**src/rtl/imem_pkg.sv**
```systemverilog
// Shared types and constants for the instruction prefetch buffer.
package imem_pkg;

  typedef enum logic [0:0] {
    IDLE,
    REQ
  } fetch_state_t;

  localparam int unsigned WORD_BYTES = 4;

  typedef struct packed {
    logic [31:0] data;
    logic        err;
  } fetch_entry_t;

endpackage

```
**src/rtl/imem_prefetch_buffer_if.sv**
```systemverilog
// Core fetch port and memory bus of the prefetch buffer; the buffer itself is the slave.
interface imem_prefetch_buffer_if;
  logic        imem_req;
  logic [31:0] imem_addr;
  logic        imem_ready;
  logic [31:0] imem_rdata;
  logic        imem_err;
  logic        bus_req;
  logic [31:0] bus_addr;
  logic        bus_gnt;
  logic        bus_rvalid;
  logic [31:0] bus_rdata;
  logic        bus_err;

  modport master (
    output imem_req, imem_addr, bus_gnt, bus_rvalid, bus_rdata, bus_err,
    input  imem_ready, imem_rdata, imem_err, bus_req, bus_addr
  );

  modport slave (
    input  imem_req, imem_addr, bus_gnt, bus_rvalid, bus_rdata, bus_err,
    output imem_ready, imem_rdata, imem_err, bus_req, bus_addr
  );
endinterface

```
**src/rtl/fetch_fifo.sv**
```systemverilog
// In-order FIFO of fetched words exposing the two oldest entries and the fill count.
module fetch_fifo
  import imem_pkg::*;
#(
  parameter int unsigned DEPTH = 4
) (
  input  logic                     clk,
  input  logic                     rst,
  input  logic                     flush,
  input  logic                     push,
  input  fetch_entry_t             push_data,
  input  logic                     pop,
  output fetch_entry_t             entry0,
  output fetch_entry_t             entry1,
  output logic [$clog2(DEPTH):0]   count
);
  localparam int unsigned PW = $clog2(DEPTH);
  localparam int unsigned CW = PW + 1;

  fetch_entry_t  mem_q [DEPTH];
  logic [PW-1:0] rd_ptr_q, wr_ptr_q;
  logic [CW-1:0] count_q;

  always_ff @(posedge clk or posedge rst) begin
    if (rst) begin
      rd_ptr_q <= '0;
      wr_ptr_q <= '0;
      count_q  <= '0;
      for (int unsigned i = 0; i < DEPTH; i++) mem_q[i] <= '0;
    end else if (flush) begin
      rd_ptr_q <= '0;
      wr_ptr_q <= '0;
      count_q  <= '0;
    end else begin
      if (push) begin
        mem_q[wr_ptr_q] <= push_data;
        wr_ptr_q        <= wr_ptr_q + PW'(1);
      end
      if (pop) rd_ptr_q <= rd_ptr_q + PW'(1);
      count_q <= count_q + CW'(push) - CW'(pop);
    end
  end

  // Pointers wrap naturally because DEPTH is a power of two.
  assign entry0 = mem_q[rd_ptr_q];
  assign entry1 = mem_q[rd_ptr_q + PW'(1)];
  assign count  = count_q;

endmodule

```
**src/rtl/imem_prefetch_buffer.sv**
```systemverilog
// Instruction prefetch buffer: serves core fetches from a FIFO of sequential words and
// refills it over a pipelined req/gnt/rvalid bus, flushing when the PC leaves the stream.
module imem_prefetch_buffer
  import imem_pkg::*;
#(
  parameter int unsigned DEPTH = 4
) (
  input logic                   clk,
  input logic                   rst,
  imem_prefetch_buffer_if.slave ifc
);
  localparam int unsigned CW = $clog2(DEPTH) + 1;

  fetch_state_t  state_q;
  logic          bus_req_q, req_stale_q;
  logic [31:0]   head_addr_q, fetch_addr_q, req_addr_q;
  logic [CW-1:0] outstanding_q, discard_q;

  fetch_entry_t  entry0, entry1, push_data;
  logic [CW-1:0] count, count_d, outstanding_d, discard_d;
  logic [31:0]   addr_a, head_addr_d, fetch_addr_d;
  logic          hit0, hit1, wait_empty, miss, gnt_hs, rsp_drop, push, credit;
  logic          unused_addr_lsbs;

  assign unused_addr_lsbs = ^ifc.imem_addr[1:0];

  always_comb begin
    addr_a     = {ifc.imem_addr[31:2], 2'b00};
    hit0       = ifc.imem_req && (count != '0) && (addr_a == head_addr_q);
    hit1       = ifc.imem_req && !hit0 && (count >= CW'(2)) &&
                 (addr_a == head_addr_q + WORD_BYTES);
    // Empty buffer on the expected address: the fill is coming, so wait rather than flush.
    wait_empty = (count == '0) && (addr_a == head_addr_q);
    miss       = ifc.imem_req && !hit0 && !hit1 && !wait_empty;

    gnt_hs    = bus_req_q && ifc.bus_gnt;
    rsp_drop  = ifc.bus_rvalid && (discard_q != '0);
    push      = ifc.bus_rvalid && !rsp_drop && !miss;
    push_data = '{data: ifc.bus_rdata, err: ifc.bus_err};

    outstanding_d = outstanding_q + CW'(gnt_hs) - CW'(ifc.bus_rvalid);
    // On a flush every read still in flight after this edge is stale.
    discard_d     = miss ? outstanding_d
                         : discard_q + CW'(gnt_hs && req_stale_q) - CW'(rsp_drop);
    count_d       = miss ? '0 : count + CW'(push) - CW'(hit1);

    head_addr_d  = miss ? addr_a : (hit1 ? head_addr_q + WORD_BYTES : head_addr_q);
    fetch_addr_d = miss ? addr_a
                 : (gnt_hs && !req_stale_q) ? fetch_addr_q + WORD_BYTES : fetch_addr_q;
    credit       = (32'(count_d) + 32'(outstanding_d)) < DEPTH;

    ifc.imem_ready = hit0 || hit1;
    ifc.imem_rdata = hit1 ? entry1.data : (hit0 ? entry0.data : '0);
    ifc.imem_err   = hit1 ? entry1.err  : (hit0 && entry0.err);
  end

  always_ff @(posedge clk or posedge rst) begin
    if (rst) begin
      state_q       <= IDLE;
      bus_req_q     <= 1'b0;
      req_stale_q   <= 1'b0;
      req_addr_q    <= '0;
      head_addr_q   <= '0;
      fetch_addr_q  <= '0;
      outstanding_q <= '0;
      discard_q     <= '0;
    end else begin
      head_addr_q   <= head_addr_d;
      fetch_addr_q  <= fetch_addr_d;
      outstanding_q <= outstanding_d;
      discard_q     <= discard_d;
      unique case (state_q)
        IDLE: begin
          if (ifc.imem_req && credit) begin
            state_q     <= REQ;
            bus_req_q   <= 1'b1;
            req_addr_q  <= fetch_addr_d;
            req_stale_q <= 1'b0;
          end
        end
        REQ: begin
          if (ifc.bus_gnt) begin
            req_stale_q <= 1'b0;
            if (ifc.imem_req && credit) begin
              req_addr_q <= fetch_addr_d;
            end else begin
              state_q   <= IDLE;
              bus_req_q <= 1'b0;
            end
          end else if (miss) begin
            // Ungranted request is never retracted; its response will be dropped.
            req_stale_q <= 1'b1;
          end
        end
        default: begin
          state_q   <= IDLE;
          bus_req_q <= 1'b0;
        end
      endcase
    end
  end

  assign ifc.bus_req  = bus_req_q;
  assign ifc.bus_addr = req_addr_q;

  fetch_fifo #(
    .DEPTH(DEPTH)
  ) u_fifo (
    .clk      (clk),
    .rst      (rst),
    .flush    (miss),
    .push     (push),
    .push_data(push_data),
    .pop      (hit1),
    .entry0   (entry0),
    .entry1   (entry1),
    .count    (count)
  );

endmodule

```
**src/flat_wrapper.sv**
```systemverilog
// flat-port wrapper written by rule: the top's interface ports become plain ports
module imem_prefetch_buffer_flat import imem_pkg::*;
#(
  parameter int unsigned DEPTH = 4
)
  (clk, rst, ifc_imem_req, ifc_imem_addr, ifc_bus_gnt, ifc_bus_rvalid, ifc_bus_rdata, ifc_bus_err, ifc_imem_ready, ifc_imem_rdata, ifc_imem_err, ifc_bus_req, ifc_bus_addr);
  imem_prefetch_buffer_if ifc_i ();
  input logic clk;
  input logic rst;
  input wire logic [$bits(ifc_i.imem_req)-1:0] ifc_imem_req;
  input wire logic [$bits(ifc_i.imem_addr)-1:0] ifc_imem_addr;
  input wire logic [$bits(ifc_i.bus_gnt)-1:0] ifc_bus_gnt;
  input wire logic [$bits(ifc_i.bus_rvalid)-1:0] ifc_bus_rvalid;
  input wire logic [$bits(ifc_i.bus_rdata)-1:0] ifc_bus_rdata;
  input wire logic [$bits(ifc_i.bus_err)-1:0] ifc_bus_err;
  output wire logic [$bits(ifc_i.imem_ready)-1:0] ifc_imem_ready;
  output wire logic [$bits(ifc_i.imem_rdata)-1:0] ifc_imem_rdata;
  output wire logic [$bits(ifc_i.imem_err)-1:0] ifc_imem_err;
  output wire logic [$bits(ifc_i.bus_req)-1:0] ifc_bus_req;
  output wire logic [$bits(ifc_i.bus_addr)-1:0] ifc_bus_addr;
  assign ifc_i.imem_req = ifc_imem_req;
  assign ifc_i.imem_addr = ifc_imem_addr;
  assign ifc_i.bus_gnt = ifc_bus_gnt;
  assign ifc_i.bus_rvalid = ifc_bus_rvalid;
  assign ifc_i.bus_rdata = ifc_bus_rdata;
  assign ifc_i.bus_err = ifc_bus_err;
  assign ifc_imem_ready = ifc_i.imem_ready;
  assign ifc_imem_rdata = ifc_i.imem_rdata;
  assign ifc_imem_err = ifc_i.imem_err;
  assign ifc_bus_req = ifc_i.bus_req;
  assign ifc_bus_addr = ifc_i.bus_addr;
  imem_prefetch_buffer #(.DEPTH(DEPTH)) u_core (.clk(clk), .rst(rst), .ifc(ifc_i));
endmodule
```
**config.mk**
```make
export PLATFORM = sky130hd
export DESIGN_NAME = imem_prefetch_buffer_flat
export DESIGN_NICKNAME = d
export VERILOG_FILES = /design/src/rtl/imem_pkg.sv /design/src/rtl/imem_prefetch_buffer_if.sv /design/src/rtl/fetch_fifo.sv /design/src/rtl/imem_prefetch_buffer.sv /design/src/flat_wrapper.sv
export SDC_FILE = /design/constraint.sdc
export NUM_CORES = 1
export LEC_CHECK = 0
export ABC_AREA = 1
export BUFFER_PORTS_ARGS = -buffer_cell sky130_fd_sc_hd__buf_2
export CAP_MARGIN = 40
export CORE_ASPECT_RATIO = 0.5
export CORE_MARGIN = 2
export CORE_UTILIZATION = 25
export DETAILED_ROUTE_END_ITERATION = 12
export PLACE_DENSITY_LB_ADDON = 0.05
export SKIP_CTS_REPAIR_TIMING = 1
export SLEW_MARGIN = 20
export SYNTH_ARGS = -nofsm -noshare
export SYNTH_HDL_FRONTEND = slang
export SYNTH_SLANG_ARGS = --single-unit
```
**constraint.sdc**
```tcl
create_clock -name clk -period 8.17 [get_ports clk]
set_clock_uncertainty 0.1 [all_clocks]
set_input_delay 0.4085 -clock clk [delete_from_list [all_inputs] [get_ports clk]]
set_output_delay 0.4085 -clock clk [all_outputs]
set_load 0.03 [all_outputs]
```
# Yosys cells after proc, flatten, opt, wreduce, memory -nomap -nowiden
# Cells that the tools add are included.
[word_totals]
ff_bits = 244
in_bits = 70
output_inout_bits = 67
word_cells = 115
[classes]
n_addsub = 11
n_lt_le_gt_ge = 6
n_eq_ne = 6
mux = 36
n_bitwise = 5
n_reduce_logical = 32
[op_table]
columns = ["op", "count"]
rows = [
  ["32-bit 2-to-1 mux", 8],
  ["33-bit 2-to-1 mux", 5],
  ["33-bit binary-select mux with 2-bit select", 2],
  ["132-bit bitwise mux", 1],
  ["33-bit demux with 2-bit select", 1],
  ["32-bit by 3-bit adder with 32-bit output, second input constant", 2],
  ["32-bit equality test", 2],
  ["32-bit case mux with 2 select lines", 1],
  ["32-bit by 3-bit less-than comparator with 1-bit output, second input constant", 1],
  ["1-bit logical AND", 17],
  ["3-bit by 1-bit adder with 3-bit output", 3],
  ["3-bit >= comparator, second input constant", 3],
  ["1-bit 2-to-1 mux", 9],
  ["2-bit NOT with 3-bit output", 3],
  ["3-bit by 1-bit subtractor with 3-bit output", 3],
  ["2-bit 2-to-1 mux", 4],
  ["1-bit logical NOT", 6],
  ["3-bit 2-to-1 mux", 2],
  ["1-bit case mux with 2 select lines", 3],
  ["3-bit nonzero test", 2],
  ["2-bit by 1-bit adder with 2-bit output, second input constant", 2],
  ["3-bit by 3-bit adder with 4-bit output", 1],
  ["2-bit != test, second input constant", 2],
  ["2-bit AND reduction", 2],
  ["other kinds (9)", 11],
]

# Longest topological paths before layout
[logic_depth]
word_depth = 21
depth_mapped = 30
ltp_nobuf = 30

# Cells and area by module
# From an unflattened synthesis, not the netlist that was laid out.
[hier_totals]
cells_unflattened = 2215
area_unflattened_um2 = 15378.5
[by_module_without_submodules]
columns = ["mod", "instances", "cells_per_inst", "area_each_um2", "seq_area_each_um2"]
rows = [
  ["fetch_fifo", 1, 1019, 7707.4, 3478.3],
  ["imem_prefetch_buffer", 1, 1196, 7671.1, 2577.5],
]

# Worst setup path before layout
# OpenSTA, ideal clock, no wires.
[synth_timing]
path_type = "reg-to-reg"
startpoint = "reg u_core.head_addr_q[2]"
endpoint = "reg u_core.req_addr_q[0] (netlist: u_core.ifc.bus_addr[0])"
setup_ns = 0.119
arrival_ns = 4.586
t_required_ns = 7.951
slack_ns = 3.365
path_stages_with_launch = 27
n_path_buf = 2
synth_period_minus_slack_ns = 4.805
path_cell_list = "dfrtp_1 -> ha_1 -> nand2_2 -> nor2_8 -> nand2_2 -> nor2_4 -> nand3_1 -> nand2_1 -> xor2_1 -> nand2_1 -> nor2_1 -> nand3_2 -> inv_1 -> clkbuf_1 -> ha_1 -> inv_1 -> ha_1 -> inv_1 -> fa_1 -> xnor2_1 -> nor2_1 -> ha_1 -> nor4_1 -> nand3_1 -> buf_2 -> nand2_1 -> nand2_1"
[synth_via]
elab_chain_cells = 20
elab_cells_between_ends = 25
classes_between = "add/sub (4); order compare (1); eq/ne (2); mux (5); reduce/logical (13)"
[synth_rtl]
columns = ["element", "line_no", "text"]
rows = [
  ["start, declared", "imem_prefetch_buffer.sv:16", "logic [31:0] head_addr_q, fetch_addr_q, req_addr_q;"],
  ["start signal, assigned", "imem_prefetch_buffer.sv:68", "head_addr_q <= head_addr_d;"],
  ["branches (longest 13 deep; another with 32-bit by 3-bit adder with 32-bit output)", "-", ""],
  ["3-bit 2-to-1 mux *", "imem_prefetch_buffer.sv:45", "count_d = miss ? '0 : count + CW'(push) - CW'(hit1);"],
  ["named net u_core.count_d[2]", "imem_prefetch_buffer.sv:20", "logic [CW-1:0] count, count_d, outstanding_d, discard_d;"],
  ["3-bit by 3-bit adder with 4-bit output *", "imem_prefetch_buffer.sv:50", "credit = (32'(count_d) + 32'(outstanding_d)) < DEPTH;"],
  ["32-bit by 3-bit less-than comparator with 1-bit output *", "imem_prefetch_buffer.sv:50", ""],
  ["1-bit logical AND *", "imem_prefetch_buffer.sv:74, imem_prefetch_buffer.sv:84", ""],
  ["32-bit 2-to-1 mux *", "imem_prefetch_buffer.sv:74, imem_prefetch_buffer.sv:84", ""],
  ["32-bit 2-to-1 mux", "imem_prefetch_buffer.sv:82", "if (ifc.bus_gnt) begin"],
  ["32-bit case mux with 2 select lines *", "imem_prefetch_buffer.sv:72", "unique case (state_q)"],
  ["end signal, assigned", "imem_prefetch_buffer.sv:77", "req_addr_q <= fetch_addr_d;"],
  ["end signal, assigned", "imem_prefetch_buffer.sv:85", "req_addr_q <= fetch_addr_d;"],
  ["end, declared", "imem_prefetch_buffer.sv:16", ""],
]
# Mark *: on every way through the listed nets, which the timed path passes. The select of a mux whose other input is x is not followed.
# A chain may end at the register's enable or synchronous reset.

# Worst setup path in the final report
[layout_timing]
startpoint = "reg u_core.head_addr_q[3]"
endpoint = "reg u_core.req_addr_q[10] (netlist: u_core.ifc.bus_addr[10])"
# Same word-level chain as after synthesis.

==> run summary <==
Cell area after synthesis - 14,200 um^2
Worst-Margin Slew - 1040 ps
CP top delay family - simple AND/OR/NAND/NOR gates
Via count - 12,774
Synth cell types - 42
DRT Pass-1 Iters - 4
Slew headroom - 0.309
GR Layer Usage met1 - 0.235
Status - finished clean
Synth Net Count - 1,996
Register area - 6060 um^2
Critical Path Start - u_core.head_addr_q[3]$_DFFE_PP0N_
Total CTS buffers - 29
Tcrit/Tclk final - 0.701
Critical path type - flop to flop
Final Hold Fails - 0
Largest net degree at the start of global routing - 157
Number of vias per cell - 4.56
Leak - 7.98 nW
Layout cells sized above 1 - 0.116
Post-DP Area - 15,500 um^2
Core area - 55,800 um^2
Total gr overflow - 0
Fill cells - 6,103
Share of flip-flops with an asynchronous set or reset - 1.00
Area leader, netlist - dfrtp_1
Syn Area/Cell - 7.43 um^2
Multi-input gate area in the final layout - 6620 um^2
Most crowded layer after global routing - met2
H-tree depth - 1
Net Sw Frac - 0.371
Slowest-stage cell, CP - buf_4
Max stage delay on crit path - 560 ps
Die width - 341 um
Synth Warn # - 0
GR Util met3 - 0.0256
Final wirelength - 49.3 mm
Crit path DAT - 6090 ps
DR WL/cell - 17.6 um
CP Capture Type - flop
Initial Util - 0.254
Leading post-synthesis cells by cell area - dfrtp_1 (43%), nand2_1 (16%), inv_1 (6.7%), o22ai_1 (4.3%), o21ai_1 (4.2%)
Root buf cell - clkbuf_16
Post-route cell area - 16,800 um^2
Final design utilization - 0.300
Vias in the first global route - 12,845
Sequential power share - 0.401
# diodes - 0
Clk pin slew, worst setup/hold paths - 60 ps
CP max FO - 47
CTS tree - built
Antenna-violating nets left - 0
# rows - 61
Area Overhead vs Synth - 18.1%
Max-cap violations - 0
P_int - 2.72 mW
Pwr per Cell Area - 258 nW/um^2
Clock network fraction of design power - 0.298
Met2 Usage GRT - 0.279
Comb power frac - 0.301
Max clock buf depth - 3
FF-to-FF Start - u_core.head_addr_q[3]$_DFFE_PP0N_
Final slew viol count - 0
Seq cells post-synth - 242
Post-synthesis sequential area ratio - 0.427
Initial antenna violation count - 0
Area share of the largest cell type after synthesis - 0.427
Tot GR Track Use - 0.169
Ys flop type - dfrtp_1
Setup_tns - 0 ps
Critical path launch point type - flop
Port bufs - 134
Die height - 172 um
Final HPWL DP - 31.4 mm
DRC viols - 0
DRT iter0 DRCs - 854
Skew-Pair Late Insertion Delay - 600 ps
DIE AREA - 58,800 um^2
Sw Pwr - 1.60 mW
Post-synth EDFFs - 0
IO Pins - 137
Final net count - 2,119
CP required - 8540 ps
Final setup fails - 0
Min Tclk post-route - 5720 ps
Clock sinks - 242
Post-Syn Instances - 1,908
Hold WC Path Type - input port to flop
Min-delay src - ifc_bus_rdata[11]
Fmax - 175 MHz
WP buf/inv - 7
Peak VDD IR - 0.169 mV
First-pass GRT wire length - 77.0 mm
RSZ-0062 raised after global routing - false
Final weighted congestion in routability-driven placement - 0.787
==> area by class of cell <==
cell class / instances / share of cell area
Clock buffer: 42 / 0.0486
Clock inverter: 6 / 0.00470
Inverter: 261 / 0.0590
Multi-Input combinational cell: 1307 / 0.395
Sequential cell: 242 / 0.361
Tap cell: 756 / 0.0565
Timing Repair Buffer: 190 / 0.0745
==> cells by family (layout without fill, tap and decap cells) <==
kind of cell | after synthesis | count (layout) | synth area share
flip-flops | 242 | 242 | 0.427
multiplexers | 1 | 1 | 0.000706
XOR/XNOR | 56 | 56 | 0.0346
buffers and inverters | 359 | 499 | 0.107
adder cells (fa/ha/maj) | 18 | 18 | 0.0175
AND/OR/NAND/NOR | 879 | 879 | 0.263
AO/OA/AOI/OAI | 353 | 353 | 0.150
==> power groups by stage <==
stage / registers [mW] / logic [mW] / clock network (mW)
2_1_floorplan: 1.84 / 0.829 / 0
3_3_place_gp: 1.76 / 1.28 / 0
3_5_place_dp: 1.75 / 1.29 / 0
4_1_cts: 1.74 / 1.30 / 1.35
5_1_grt: 1.78 / 1.49 / 1.40
6_report: 1.73 / 1.30 / 1.29
==> tightest hold or removal path, delay by kind of cell <==
kind,cells,cell delay (ps)
buffers and inverters,1,140
AND/OR/NAND/NOR,1,70
AO/OA/AOI/OAI,1,50
==> worst paths after layout <==
| path | to | slack, ps | depth (start not counted) |
|---|---|---|---|
| min in group asynchronous | u_core.head_addr_q[3]$_DFFE_PP0N_ | 350 | 3 |
| worst min register to register | u_core.ifc.bus_addr[0]$_DFFE_PP0P_ | 380 | 2 |
| worst max register to register | u_core.ifc.bus_addr[10]$_DFFE_PP0P_ | 2450 | 27 |
| worst max-delay path | u_core.ifc.bus_addr[10]$_DFFE_PP0P_ | 2450 | 27 |
| worst min-delay path | u_core.u_fifo.mem_q[111]$_DFFE_PP0P_ | 10 | 3 |
| max in group asynchronous | u_core.head_addr_q[30]$_DFFE_PP0N_ | 6170 | 4 |
==> cell usage after synthesis, drive strengths merged (4+ instances only) <==
cell    count
nand3      89
nand4      46
o22ai      97
a31oi      13
buf        50
xor2       27
xnor2      29
nor3       17
nand2     606
clkbuf     48
o211ai      4
inv       260
o31ai      25
a21oi       4
dfrtp     242
ha         15
nor2      114
o21ai     167
o221ai     36
==> metal layers <==
metal	vias up	routed length (um)
met5	-	0
met4	0	767
met3	42	1630
met2	186	22500
met1	6055	24400
li1	6491	-
==> flip-flops by register name, indices dropped and copies added, names as in the netlist <==
name,count
u_core.ifc.bus_addr,32
u_core.u_fifo.mem_q,132
u_core.ifc.bus_req,1
u_core.discard_q,3
u_core.state_q,1
u_core.head_addr_q,30
u_core.fetch_addr_q,32
u_core.u_fifo.count,3
u_core.outstanding_q,3
u_core.u_fifo.wr_ptr_q,2
u_core.req_stale_q,1
u_core.u_fifo.rd_ptr_q,2
==> cell usage in the layout, fill, tap and decap left out, drive strengths merged <==
| cell type | n |
|---|---|
| o21bai | 3 |
| nand4 | 46 |
| buf | 157 |
| a31oi | 13 |
| clkinv | 5 |
| nand3b | 3 |
| o21ai | 167 |
| dlygate4sd3 | 33 |
| or2 | 1 |
| nor4 | 2 |
| a21boi | 2 |
| ha | 15 |
| dfrtp | 242 |
| o31ai | 25 |
| clkbuf | 42 |
| nor2 | 114 |
| mux2i | 1 |
| a21o | 1 |
| nor3 | 17 |
| a21oi | 4 |
| o22ai | 97 |
| bufinv | 1 |
| xor2 | 27 |
| inv | 259 |
| o211ai | 4 |
| o221ai | 36 |
| and2 | 1 |
| fa | 3 |
| nand2 | 606 |
| o41ai | 1 |
| clkinvlp | 2 |
| xnor2 | 29 |
| nand3 | 89 |
==> per-stage QoR <==
| stage | cells | hold WS [ps] | worst slack (ps) | power [mW] |
|---|---|---|---|---|
| 6_report | 2804 | 11.8 | 2450 | 4.32 |
| 3_5_place_dp | 2720 | 361 | 2260 | 3.04 |
| 5_1_grt | 2804 | 5.43 | 1780 | 4.67 |
| 3_3_place_gp | 2718 | 363 | 2230 | 3.04 |
| 2_1_floorplan | 1908 | 381 | 1020 | 2.67 |
| 4_1_cts | 2768 | -209 | 2190 | 4.39 |
(Power assumes the default switching activity.)
